### src/rtl/pp_accumulator.sv
// Signed partial-product accumulator: sums shifted {hidden, mant} terms into one dot product.
// Optional build macro PP_ACC_SATURATE_EN clamps the accumulator on overflow instead of wrapping.
module pp_accumulator #(
    parameter int ACC_W = 40,
    parameter int CNT_W = 8
) (
    input  logic             clk,
    input  logic             rst,
    input  logic             in_valid,
    output logic             in_ready,
    input  logic [4:0]       signed_pp,
    input  logic [4:0]       exp,
    input  logic             in_last,
    output logic             out_valid,
    input  logic             out_ready,
    output logic [ACC_W-1:0] acc_out,
    output logic [CNT_W-1:0] term_cnt,
    output logic             ovf
);

    // A 4-bit magnitude shifted by up to 31 needs 35 bits; the term carries one extra sign bit.
    localparam int MAG_W = 35;
    localparam int TW    = (ACC_W > MAG_W) ? ACC_W : MAG_W;
    localparam int SW    = TW + 2;

    typedef enum logic [1:0] {
        IDLE,
        ACCUM,
        HOLD
    } state_t;

    state_t           state;
    state_t           next_state;
    logic [ACC_W-1:0] acc;
    logic [CNT_W-1:0] cnt;
    logic             ovf_q;

    logic             accept;
    logic [MAG_W-1:0] mag;
    logic [TW:0]      term_mag;
    logic [TW:0]      term;
    logic [SW-1:0]    base_ext;
    logic [SW-1:0]    sum;
    logic [SW-ACC_W:0] sum_top;
    logic             add_ovf;
    logic [ACC_W-1:0] acc_sum;

    assign in_ready  = (state != HOLD);
    assign out_valid = (state == HOLD);
    assign accept    = in_valid & in_ready;

    assign acc_out  = acc;
    assign term_cnt = cnt;
    assign ovf      = ovf_q;

    // Term datapath: a cleared hidden bit marks a zero term whatever the sign and shift.
    assign mag      = {{(MAG_W-4){1'b0}}, signed_pp[3], signed_pp[2:0]} << exp;
    assign term_mag = signed_pp[3] ? {{(TW+1-MAG_W){1'b0}}, mag} : '0;
    assign term     = signed_pp[4] ? ('0 - term_mag) : term_mag;

    // The first term of a dot product adds to zero so its own range check is shared with the adder.
    assign base_ext = (state == IDLE) ? '0 : {{(SW-ACC_W){acc[ACC_W-1]}}, acc};
    assign sum      = base_ext + {term[TW], term};

    // The exact sum fits in ACC_W signed bits only if every bit from ACC_W-1 upward matches.
    assign sum_top  = sum[SW-1:ACC_W-1];
    assign add_ovf  = !((&sum_top) || !(|sum_top));

`ifdef PP_ACC_SATURATE_EN
    assign acc_sum = !add_ovf      ? sum[ACC_W-1:0] :
                     sum[SW-1]     ? {1'b1, {(ACC_W-1){1'b0}}} :
                                     {1'b0, {(ACC_W-1){1'b1}}};
`else
    assign acc_sum = sum[ACC_W-1:0];
`endif

    always_comb begin
        // NOTE: next_state gets its default before the case so no path leaves it unassigned (no latch).
        next_state = state;
        unique case (state)
            IDLE: begin
                if (accept) begin
                    next_state = in_last ? HOLD : ACCUM;
                end
            end
            ACCUM: begin
                if (accept && in_last) begin
                    next_state = HOLD;
                end
            end
            HOLD: begin
                if (out_ready) begin
                    next_state = IDLE;
                end
            end
            default: next_state = IDLE;
        endcase
    end

    // Reset outranks every handshake, so a partial or held result is simply dropped.
    always_ff @(posedge clk) begin
        // NOTE: sequential state uses non-blocking assignments so all registers update from pre-edge values.
        if (rst) begin
            state <= IDLE;
            acc   <= '0;
            cnt   <= '0;
            ovf_q <= 1'b0;
        end else begin
            state <= next_state;
            if (accept) begin
                acc <= acc_sum;
                if (state == IDLE) begin
                    cnt   <= CNT_W'(1);
                    ovf_q <= add_ovf;
                end else begin
                    cnt   <= (&cnt) ? cnt : cnt + 1'b1;
                    ovf_q <= ovf_q | add_ovf;
                end
            end
        end
    end

endmodule

### config.mk
export PLATFORM = sky130hd
export DESIGN_NAME = pp_accumulator
export DESIGN_NICKNAME = d
export VERILOG_FILES = /design/src/rtl/pp_accumulator.sv
export SDC_FILE = /design/constraint.sdc
export NUM_CORES = 1
export LEC_CHECK = 0
export BUFFER_PORTS_ARGS = -buffer_cell sky130_fd_sc_hd__buf_4
export CAP_MARGIN = 5
export CORE_ASPECT_RATIO = 0.5
export CORE_MARGIN = 3
export CORE_UTILIZATION = 65
export CTS_CLUSTER_DIAMETER = 100
export DETAILED_ROUTE_END_ITERATION = 8
export GPL_TIMING_DRIVEN = 0
export PLACE_DENSITY_LB_ADDON = 0.1
export SYNTH_ARGS = -nofsm -noshare
export SYNTH_HDL_FRONTEND = slang
export SYNTH_SLANG_ARGS = --single-unit
export TNS_END_PERCENT = 5
### constraint.sdc
create_clock -name clk -period 14.4 [get_ports clk]
set_input_delay 2.16 -clock clk [delete_from_list [all_inputs] [get_ports clk]]
set_output_delay 2.16 -clock clk [all_outputs]
set_load 0.02 [all_outputs]
# Word-level counts from Yosys, hierarchy flattened
# Cells that the tools add are included.
totals:
  register_bits: 51
  in_bits: 15
  output_inout_bits: 51
  elab_cells: 38
op_classes:
  add_sub_neg: 3
  n_eq_ne: 7
  shifts: 1
  n_mux: 11
  bitwise_logic: 2
  reduce_logical: 10
op_table:
  columns: ["cell", "n"]
  rows:
  - ["42-bit adder", 1]
  - ["42-bit two-way mux", 1]
  - ["41-bit two-way mux", 1]
  - ["1-bit by 35-bit subtractor with 36-bit output (first input constant)", 1]
  - ["35-bit two-way mux", 1]
  - ["4-bit by 5-bit left shift with 35-bit output", 1]
  - ["8-bit two-way mux", 2]
  - ["8-bit by 1-bit adder with 8-bit output (second input constant)", 1]
  - ["2-bit two-way mux", 4]
  - ["2-bit != test (second input constant)", 4]
  - ["8-bit AND reduction", 1]
  - ["2-bit one-hot mux with 3 select lines", 1]
  - ["3-bit AND reduction", 2]
  - ["3-bit OR reduction", 1]
  - ["2-bit by 1-bit equality test with 1-bit output (second input constant)", 1]
  - ["2-bit equality test (second input constant)", 1]
  - ["1-bit logical NOT", 2]
  - ["2-bit logical NOT", 1]
  - ["2-bit by 1-bit != test with 1-bit output (second input constant)", 1]
  - ["2-bit AND reduction", 1]
  - ["1-bit AND", 1]
  - ["1-bit logical AND", 1]
  - ["1-bit logical OR", 1]
  - ["1-bit two-way mux", 1]
  - ["1-bit bitwise OR", 1]

# Depth between registers and ports, before layout
# Gate-level depths: netlist (run 1).
depth:
  word_depth: 11
  mapped_depth: 22
  ltp_nobuf: 20

# Worst setup path after synthesis (run 1)
# OpenSTA, ideal clock, no wires.
synth_path:
  path_type: "input to register"
  startpoint: "input port exp[0]"
  endpoint: "register ovf_q, in the netlist ovf"
  setup_time_ns: 0.079
  arrival_ns: 6.965
  required_ns: 14.321
  setup_slack_ns: 7.356
  cell_stages: 21
  n_path_buf: 2
  cell_sequence: "buf_6 -> mux2_4 -> o311a_1 -> or2_1 -> o41a_1 -> nor4b_4 -> and4_4 -> nand2_2 -> a31oi_1 -> o21ai_1 -> ha_1 -> clkbuf_1 -> nand2_1 -> nor2_1 -> nand3_1 -> a2111oi_0 -> o21ai_0 -> a211oi_1 -> o2111ai_1 -> a2111o_1 -> o211ai_1"
synth_between:
  elab_chain_len: 11
  word_cells_on_any_way: 12
  cone_classes: "add/sub: 2; shift: 1; mux: 3; bitwise: 1; reduce/logical: 5"
synth_lines:
  columns: ["item", "line", "rtl"]
  rows:
  - ["start: declaration", "12", "input logic [4:0] exp,"]
  - ["4-bit by 5-bit left shift with 35-bit output *", "57", "assign mag = {{(MAG_W-4){1'b0}}, signed_pp[3], signed_pp[2:0]} << exp;"]
  - ["35-bit two-way mux *", "58", "assign term_mag = signed_pp[3] ? {{(TW+1-MAG_W){1'b0}}, mag} : '0;"]
  - ["1-bit by 35-bit subtractor with 36-bit output", "59", "assign term = signed_pp[4] ? ('0 - term_mag) : term_mag;"]
  - ["41-bit two-way mux *", "59", null]
  - ["42-bit adder *", "63", "assign sum = base_ext + {term[TW], term};"]
  - ["3-bit OR reduction", "67", "assign add_ovf = !((&sum_top) || !(|sum_top));"]
  - ["1-bit logical NOT", "67", null]
  - ["1-bit logical OR *", "67", null]
  - ["1-bit logical NOT *", "67", null]
  - ["1-bit bitwise OR", "117", "ovf_q <= ovf_q | add_ovf;"]
  - ["1-bit two-way mux *", "112", "if (state == IDLE) begin"]
  - ["end signal: assignment", "114", "ovf_q <= add_ovf;"]
  - ["end signal: assignment", "117", null]
  - ["end: declaration", "36", "logic ovf_q;"]
# Mark *: on every way between the ends. The rest lies on a longest branch, timed or not.
# A chain may end at the register's enable or synchronous reset.

# Final worst setup path (run 1)
# Ends and elaborated chain as after synthesis.

==> flow_metrics.tcl, run 1 <==
set metrics [dict create \
    ys_types 74 \
    numPortBuffers 62 \
    cp_slowest_cell "a2111oi_0" \
    slew_violations 0 \
    vias_per_cell 6.53 \
    drt_first_pass_iters 6 \
    finClkSkew_ns 0.00607 \
    dpl_cell_area_um2 6590 \
    final_cell_count_no_fill 1048 \
    grt_usage_pct 36.8 \
    synthAdderAreaFrac_pct 9.12 \
    design_area_um2 6740 \
    fp.coreArea_um2 8830 \
    htreeDepth 2 \
    grt-ovfl-total 0 \
    dp_hpwl_um 15000 \
    max-cap-violations 0 \
    grt_setup_unrepaired "false" \
    ys_top_cells_by_area "dfxtp_1 17%, ha_1 8.8%, nand2_1 7.3%" \
    tightest_slew_ns 0.952 \
    clk_pin_slew_worst_paths_ns 0.07 \
    wl_per_cell_um 18.6 \
    wirelength_um 19500 \
    synth_seq_cells 51 \
    cts-resized-gates 0 \
    vias 6846 \
    fillers 699 \
    cts_made_buffers 5 \
    yosysTopAreaCellShare_pct 17.1 \
    synth_top_cells_by_count "116 x nand2_1, 85 x a21oi_1, 82 x nor2_1, 51 x dfxtp_1, 50 x nor2b_1" \
    status "finished clean" \
    clockRootBuffer "clkbuf_16" \
    synth-xor-area-share_pct 8.20 \
    end_kind "register" \
    cts_tree "yes" \
    ys_seq_area_share_pct 17.1 \
    die_w_um 142 \
    synth_edf_count 0 \
    cts-hold-fix-buffers 0 \
    slew_headroom_pct 36.1 \
    synth_top_family_by_area "simple AND/OR/NAND/NOR gates" \
    synthSimpleGateAreaFrac_pct 30.2 \
    dp.cells 1040 \
    num_rows 24 \
    grt_pass1_vias 6336 \
    syn_inst 861 \
    p_leak_nw 2.88 \
    min_path_type "reg -> reg" \
    period_share_pct 55.6 \
    required_ns 14.63 \
    syn_to_final_growth_pct 12.7 \
    setup_viol 0 \
    grt_max_degree 17 \
    ir_drop_v 0.0000642 \
    clock_path_buffers 2 \
    yosys_warnings 0 \
    drc_errors 0 \
    holdWs_ns 0.468 \
    synth_mux_area_share_pct 1.69 \
    drt-initial-drc-count 661 \
    post_cts_buffers 0 \
    cpPeakStageDelay_ns 0.59 \
    power.density_nw_per_um2 68.1 \
    hold_viol_final 0 \
    worst-path-max-fanout 10 \
    fp.dieH_um 73.8 \
    antenna_found_initial 0 \
    syn-num-nets 919 \
    diodes 0 \
    place_congestion 1.04 \
    drive_above_1_share_pct 9.56 \
    post-route-min-period_ns 8.01 \
    synth_area_leader_cell "dfxtp_1" \
    clock_sinks 51 \
    drtAntennaViolNets 0 \
    yosysMostFrequentCell "nand2_1" \
    clock_latency_ns 0.30 \
    synth_area_um2 5980 \
    avgSynthCellArea_um2 6.95 \
    synthFlopType "dfxtp_1" \
    grt_pass1_wl_um 31200 \
    nNetsFinal 988 \
    async_flop_share_pct 0 \
    synth-compound-area-share_pct 29.5 \
    die-area_um2 10500 \
    finalPower_w 0.000459 \
    start_util_pct 67.8 \
    tns_ns 0 \
    ios 66 \
    criticalPathCategory "in -> reg" \
    cp_cell_sequence "buf_4, buf_6, mux2_4, o21ai_0, o21ai_0, o41a_1, nor4b_4, and4_4, nand2_2, a31oi_1, o21ai_1, ha_1, clkbuf_1, nand2_1, nor2_1, nand3_1, a2111oi_0, o21ai_0, a211oi_1, o2111ai_1, a2111o_1, o211ai_1" \
    worstPathArrival_ns 8.24 \
    cpMostUsedCell "o21ai_0" \
    worstSetupStartpointType "input pin" \
    max_freq_mhz 125 \
]
-- worst max-delay path: cells and delay by family --
family / cells / cell delay (ns)
AOI/OAI and AO/OA: 11 / 3.66
and+or+nand+nor: 6 / 1.21
buffers and inverters: 3 / 0.55
muxes: 1 / 0.34
adders and majority gates: 1 / 0.31
-- registers in the layout (all words and copies together) (netlist names) --
register,flops
ovf,1
acc_out,40
term_cnt,8
state,2
-- report_power, final --
part / leakage, nW / switching [W] / internal, W
registers: 0.415 / 0.00000623 / 0.000148
logic: 2.40 / 0.000117 / 0.0000633
clock network: 0.0675 / 0.0000587 / 0.0000654
-- cell usage in the layout (no fill, tap or decap), drive strengths merged, types with 4 or more instances in the layout --
master and instances:
a21o 29, xor2 24, inv 9, nor3 12, or2 7, xnor2 32
mux2 4, o21ai 53, nand4 18, o22ai 8, a31oi 16, o31ai 7
nand2 119, buf 69, clkbuf 53, nand3 18, nand2b 10, o211ai 9
ha 42, and2 12, nand3b 11, nand4b 5, o21bai 6, nor2 82
or3 5, nor2b 50, dfxtp 51, and3 4, a211oi 13, a21oi 85
o21a 9
-- per-layer routing --
metal  track usage (%)  wire length (um)
met1              48.1              8070
met2              59.2              8480
met3              8.52              2290
met4              14.8               617
met5                 0                 0
-- path summary, 6_finish.rpt --
check	startpoint	depth (start not counted)	slack, ns	end
worst max-delay path	exp[0]	22	6.39	ovf
worst min-delay path	acc_out[6]	2	0.47	acc_out[6]
worst max register to register	state[1]	14	9.60	ovf
worst min register to register	acc_out[6]	2	0.47	acc_out[6]
-- cells by family (layout without fill, tap and decap cells) --
kind of cell    after synthesis  in the layout
mux                           8              8
fa+ha+maj                    43             43
flops                        51             51
compound gates              274            274
simple gates                364            364
xor+xnor                     56             56
buf+inv                      65            135
-- layout make-up --
class	count	area, um^2	area share, %
Buffer	54	211	3.14
Clock buffer	6	129	1.91
Clock inverter	2	16.3	0.241
Inverter	11	41.3	0.613
Multi-Input combinational cell	745	4710	69.9
Sequential cell	51	1020	15.2
Tap cell	117	146	2.17
Timing Repair Buffer	62	465	6.91
-- metrics by stage --
stage / utilization (%) / setup WS [ns]
final: 76.3 / 6.39
after detailed placement: 74.7 / 6.26
after floorplan: - / 7.36
after global placement: 74.7 / 6.28
after CTS: 76.3 / 6.54
after global routing: 76.3 / 5.94
(Power assumes the default switching activity.)
==> inputs of run 2 (changes only) <==
- CORE_UTILIZATION: 65 -> 61
- clock period: 14.4 -> 7.4 ns (I/O delays scaled with it)
==> flow_metrics.tcl, run 2 (synthesis results as in run 1) <==
set metrics [dict create \
    status "finished clean" \
    nNetsFinal 988 \
    dp_hpwl_um 14900 \
    drt_first_pass_iters 6 \
    drtAntennaViolNets 0 \
    diodes 0 \
    cpMostUsedCell "o21ai_0" \
    worst-path-max-fanout 10 \
    ir_drop_v 0.000109 \
    max_freq_mhz 143 \
    min_path_type "reg -> reg" \
    die-area_um2 11100 \
    die_w_um 146 \
    place_congestion 0.996 \
    antenna_found_initial 2 \
    grt-ovfl-total 0 \
    final_common_cell "nand2_1" \
    clock_path_buffers 2 \
    drive_above_1_share_pct 9.67 \
    grt_setup_unrepaired "false" \
    drt-initial-drc-count 807 \
    vias 7026 \
    clk_pin_slew_worst_paths_ns 0.08 \
    grt_max_degree 20 \
    p_leak_nw 2.89 \
    worstHoldPathCells 2 \
    grt_usage_pct 33.4 \
    cts_made_buffers 5 \
    clockRootBuffer "clkbuf_16" \
    slew_violations 0 \
    layout_common_cells "116 x nand2_1, 85 x a21oi_1, 82 x nor2_1" \
    clock_latency_ns 0.30 \
    worstSetupStartpointType "input pin" \
    wirelength_um 19500 \
    grt_pass1_vias 6220 \
    fp.dieH_um 76.0 \
    slew_headroom_pct 29.1 \
    end_kind "register" \
    start_util_pct 65.7 \
    ff2ff_path_depth 14 \
    cp_cell_sequence "buf_4, buf_6, mux2_4, o21ai_0, o21ai_0, o41a_1, nor4b_4, and4_4, nand2_2, a31oi_1, o21ai_1, ha_1, clkbuf_1, nand2_1, nor2_1, nand3_1, a2111oi_0, o21ai_0, a211oi_1, o2111ai_1, a2111o_1, o211ai_1" \
    cts-hold-fix-buffers 0 \
    largest_reg_flops 40 \
    finClkSkew_ns 0.0103 \
    final_cell_count_no_fill 1061 \
    syn_to_final_growth_pct 13.1 \
    htreeDepth 2 \
    ios 66 \
    dp.cells 1053 \
    cp_slowest_cell "a2111oi_0" \
    fp.coreArea_um2 9100 \
    power.density_nw_per_um2 134 \
    num_rows 24 \
    tightest_slew_ns 1.06 \
    cts-resized-gates 0 \
    post-route-min-period_ns 6.98 \
    criticalPathCategory "in -> reg" \
    period_share_pct 94.4 \
    drc_errors 0 \
    vias_per_cell 6.62 \
    required_ns 7.62 \
    max-cap-violations 0 \
    wl_per_cell_um 18.4 \
    numPortBuffers 62 \
    worstPathArrival_ns 7.21 \
    clock_sinks 51 \
    cts_tree "yes" \
    post_cts_buffers 0 \
    setup_viol 0 \
    grt_pass1_wl_um 30900 \
    hold_viol_final 0 \
    tns_ns 0 \
    cpPeakStageDelay_ns 0.58 \
]
[run 2: layout make-up]
class	count	area, um^2
multi-input combinational	745	4710
tap	130	163
inverter	11	41.3
buffer	54	211
clock inverter	3	28.8
clock buffer	5	125
fill	748	2330
sequential	51	1020
timing repair buffer	62	465
[run 2: layer usage]
metal / routed length [um] / GRT usage [%] / part of all wire (%) / vias to the layer above
met5: 34 / 0 / 0.17 / -
met4: 594 / 11.4 / 3.0 / 4
met3: 2310 / 4.75 / 12 / 73
met2: 8320 / 52.7 / 43 / 449
met1: 8250 / 47.0 / 42 / 3262
li1: - / - / - / 3238
[run 2: power by group]
group / total (W) / switching [W] / leakage [nW] / internal (W)
Sequential: 0.000301 / 0.0000122 / 0.415 / 0.000289
Combinational: 0.000352 / 0.000229 / 2.40 / 0.000123
Clock: 0.000251 / 0.000121 / 0.0767 / 0.000131
[run 2: worst max-delay path: cells and delay by family]
kind	cells	cell delay (ns)
fa+ha+maj	1	0.32
mux	1	0.35
buf+inv	3	0.56
simple gates	6	1.19
compound gates	11	3.64
[run 2: final timing paths]
kind	from	endpoint	slack (ns)
setup / recovery	exp[0]	ovf	0.42
setup reg to reg	state[0]	ovf	2.70
hold / removal	acc_out[6]	acc_out[6]	0.46
hold reg to reg	acc_out[6]	acc_out[6]	0.46
[run 2: stage by stage]
step / cell area, um^2 / power, W / hold WS (ns) / util (%) / worst slack, ns
after CTS: 6760 / 0.000892 / 0.465 / 74.3 / 0.656
after floorplan: 5980 / 0.000544 / 0.447 / - / 1.41
after detailed placement: 6610 / 0.000644 / 0.456 / 72.6 / 0.399
final: 6760 / 0.000904 / 0.464 / 74.3 / 0.417
after global placement: 6610 / 0.000638 / 0.449 / 72.6 / 0.313
after global routing: 6760 / 0.000946 / 0.488 / 74.3 / 0.193
==> inputs of run 3 (changes only) <==
- CORE_UTILIZATION: 61 -> 55
- CTS_BUF_LIST: not set -> sky130_fd_sc_hd__clkbuf_8
==> flow_metrics.tcl, run 3 (synthesis results as in run 1) <==
set metrics [dict create \
    vias 6564 \
    numPortBuffers 62 \
    grt_pass1_wl_um 30900 \
    p_switching_w 0.000352 \
    worst-path-max-fanout 10 \
    power.density_nw_per_um2 124 \
    start_util_pct 57.5 \
    seqPwrFrac_pct 36.0 \
    clk_pin_slew_worst_paths_ns 0.11 \
    tns_ns 0 \
    slew_violations 0 \
    ir_drop_v 0.000124 \
    comb_power_share_pct 42.1 \
    criticalPathCategory "in -> reg" \
    syn_to_final_growth_pct 12.4 \
    pwr-share-clk_pct 21.9 \
    wl_per_cell_um 17.9 \
    wirelength_um 19200 \
    grt-ovfl-total 0 \
    cts-hold-fix-buffers 0 \
    dp.cells 1063 \
    fillers 974 \
    place_congestion 1.00 \
    nNetsFinal 988 \
    grt_usage_pct 30.8 \
    clock_path_buffers 2 \
    max-cap-violations 0 \
    final_common_cell "nand2_1" \
    internal-power_w 0.000482 \
    worstSetupStartpointType "input pin" \
    fp.dieH_um 79.7 \
    post_cts_buffers 0 \
    ios 66 \
    die-area_um2 12200 \
    required_ns 7.65 \
    setup_viol 0 \
    finClkSkew_ns 0.0112 \
    slew_headroom_pct 32.7 \
    cts-resized-gates 0 \
    end_kind "register" \
    largest_reg_flops 40 \
    fp.coreArea_um2 10400 \
    post-route-min-period_ns 6.90 \
    grt_setup_unrepaired "false" \
    cts_tree "yes" \
    drtAntennaViolNets 0 \
    antenna_found_initial 2 \
    cts_made_buffers 5 \
    tightest_slew_ns 1.00 \
    drc_errors 0 \
    drt-initial-drc-count 451 \
    worstPathArrival_ns 7.15 \
    max_freq_mhz 145 \
    num_rows 26 \
    p_leak_nw 2.86 \
    vias_per_cell 6.12 \
    drt_first_pass_iters 5 \
    clock_sinks 51 \
    htreeDepth 2 \
    clock_latency_ns 0.32 \
    drive_above_1_share_pct 9.67 \
    grt_pass1_vias 6078 \
    clockRootBuffer "clkbuf_8" \
    min_path_type "reg -> reg" \
    dp_hpwl_um 15000 \
    final_cell_count_no_fill 1072 \
    period_share_pct 93.3 \
    layout_common_cells "116 x nand2_1, 85 x a21oi_1, 82 x nor2_1" \
    hold_viol_final 0 \
    status "finished clean" \
    grt_max_degree 19 \
    sw_frac_of_total_pct 42.2 \
    die_w_um 153 \
]
==> run 3: cell types whose count changed in the layout (fill, tap and decap cells not counted), sizes merged <==
| cell | previous run | this run |
|---|---|---|
| clkinvlp | 0 | 1 |
| diode | 0 | 1 |
| inv | 11 | 10 |
==> run 3: metal layers <==
metal  wire length [um]  global-route usage, %  up-vias
met5                  8                      0        -
li1                   -                      -     3236
met3               1480                   5.36       31
met4                267                   7.05        2
met2               8230                   49.6      241
met1               9230                   43.4     3054
==> run 3: final cells by class <==
cell class / count / area, um^2 / area share [%]
multi-input cells: 745 / 4710 / 70.0
flip-flops and latches: 51 / 1020 / 15.2
repair buffers: 62 / 465 / 6.92
plain buffers: 54 / 211 / 3.15
well taps: 140 / 175 / 2.61
clock buffers: 5 / 68.8 / 1.02
inverters: 11 / 41.3 / 0.614
clock inverters: 3 / 27.5 / 0.410
diodes: 1 / 2.50 / 0.0372
==> run 3: power by group through the flow <==
stage	logic, W	clock network, W	registers (W)
floorplan	0.000224	0	0.000320
global placement	0.000339	0	0.000306
detailed placement	0.000342	0	0.000307
CTS	0.000344	0.000183	0.000301
global route	0.000383	0.000195	0.000303
finish	0.000351	0.000183	0.000301
==> run 3: critical path, stage by stage <==
cell       delay [ns]
buf_4            0.13
buf_6            0.14
mux2_4           0.36
o21ai_0          0.51
o21ai_0          0.28
o41a_1           0.42
nor4b_4          0.48
and4_4           0.35
nand2_2          0.08
a31oi_1          0.14
o21ai_1          0.10
ha_1             0.30
clkbuf_1         0.29
nand2_1          0.09
nor2_1           0.13
nand3_1          0.12
a2111oi_0        0.60
o21ai_0          0.33
a211oi_1         0.48
o2111ai_1        0.21
a2111o_1         0.39
o211ai_1         0.10
==> run 3: final timing paths <==
check                                start          to  slack [ns]  depth (start not counted)
worst max-delay path                exp[0]         ovf        0.50                         22
worst min-delay path            acc_out[6]  acc_out[6]        0.47                          2
worst max register to register    state[1]         ovf        2.76                         14
worst min register to register  acc_out[6]  acc_out[6]        0.47                          2
==> run 3: metrics by stage <==
step                      worst slack, ns  util, %  area [um^2]  total power (W)  hold WS, ns
after floorplan                      1.41        -         5980         0.000544        0.447
after global placement              0.268     63.6         6620         0.000645        0.450
after detailed placement            0.268     63.6         6620         0.000648        0.457
after CTS                           0.553     64.5         6720         0.000827        0.472
after global routing              0.00258     64.5         6720         0.000881        0.495
final                               0.498     64.6         6720         0.000835        0.472
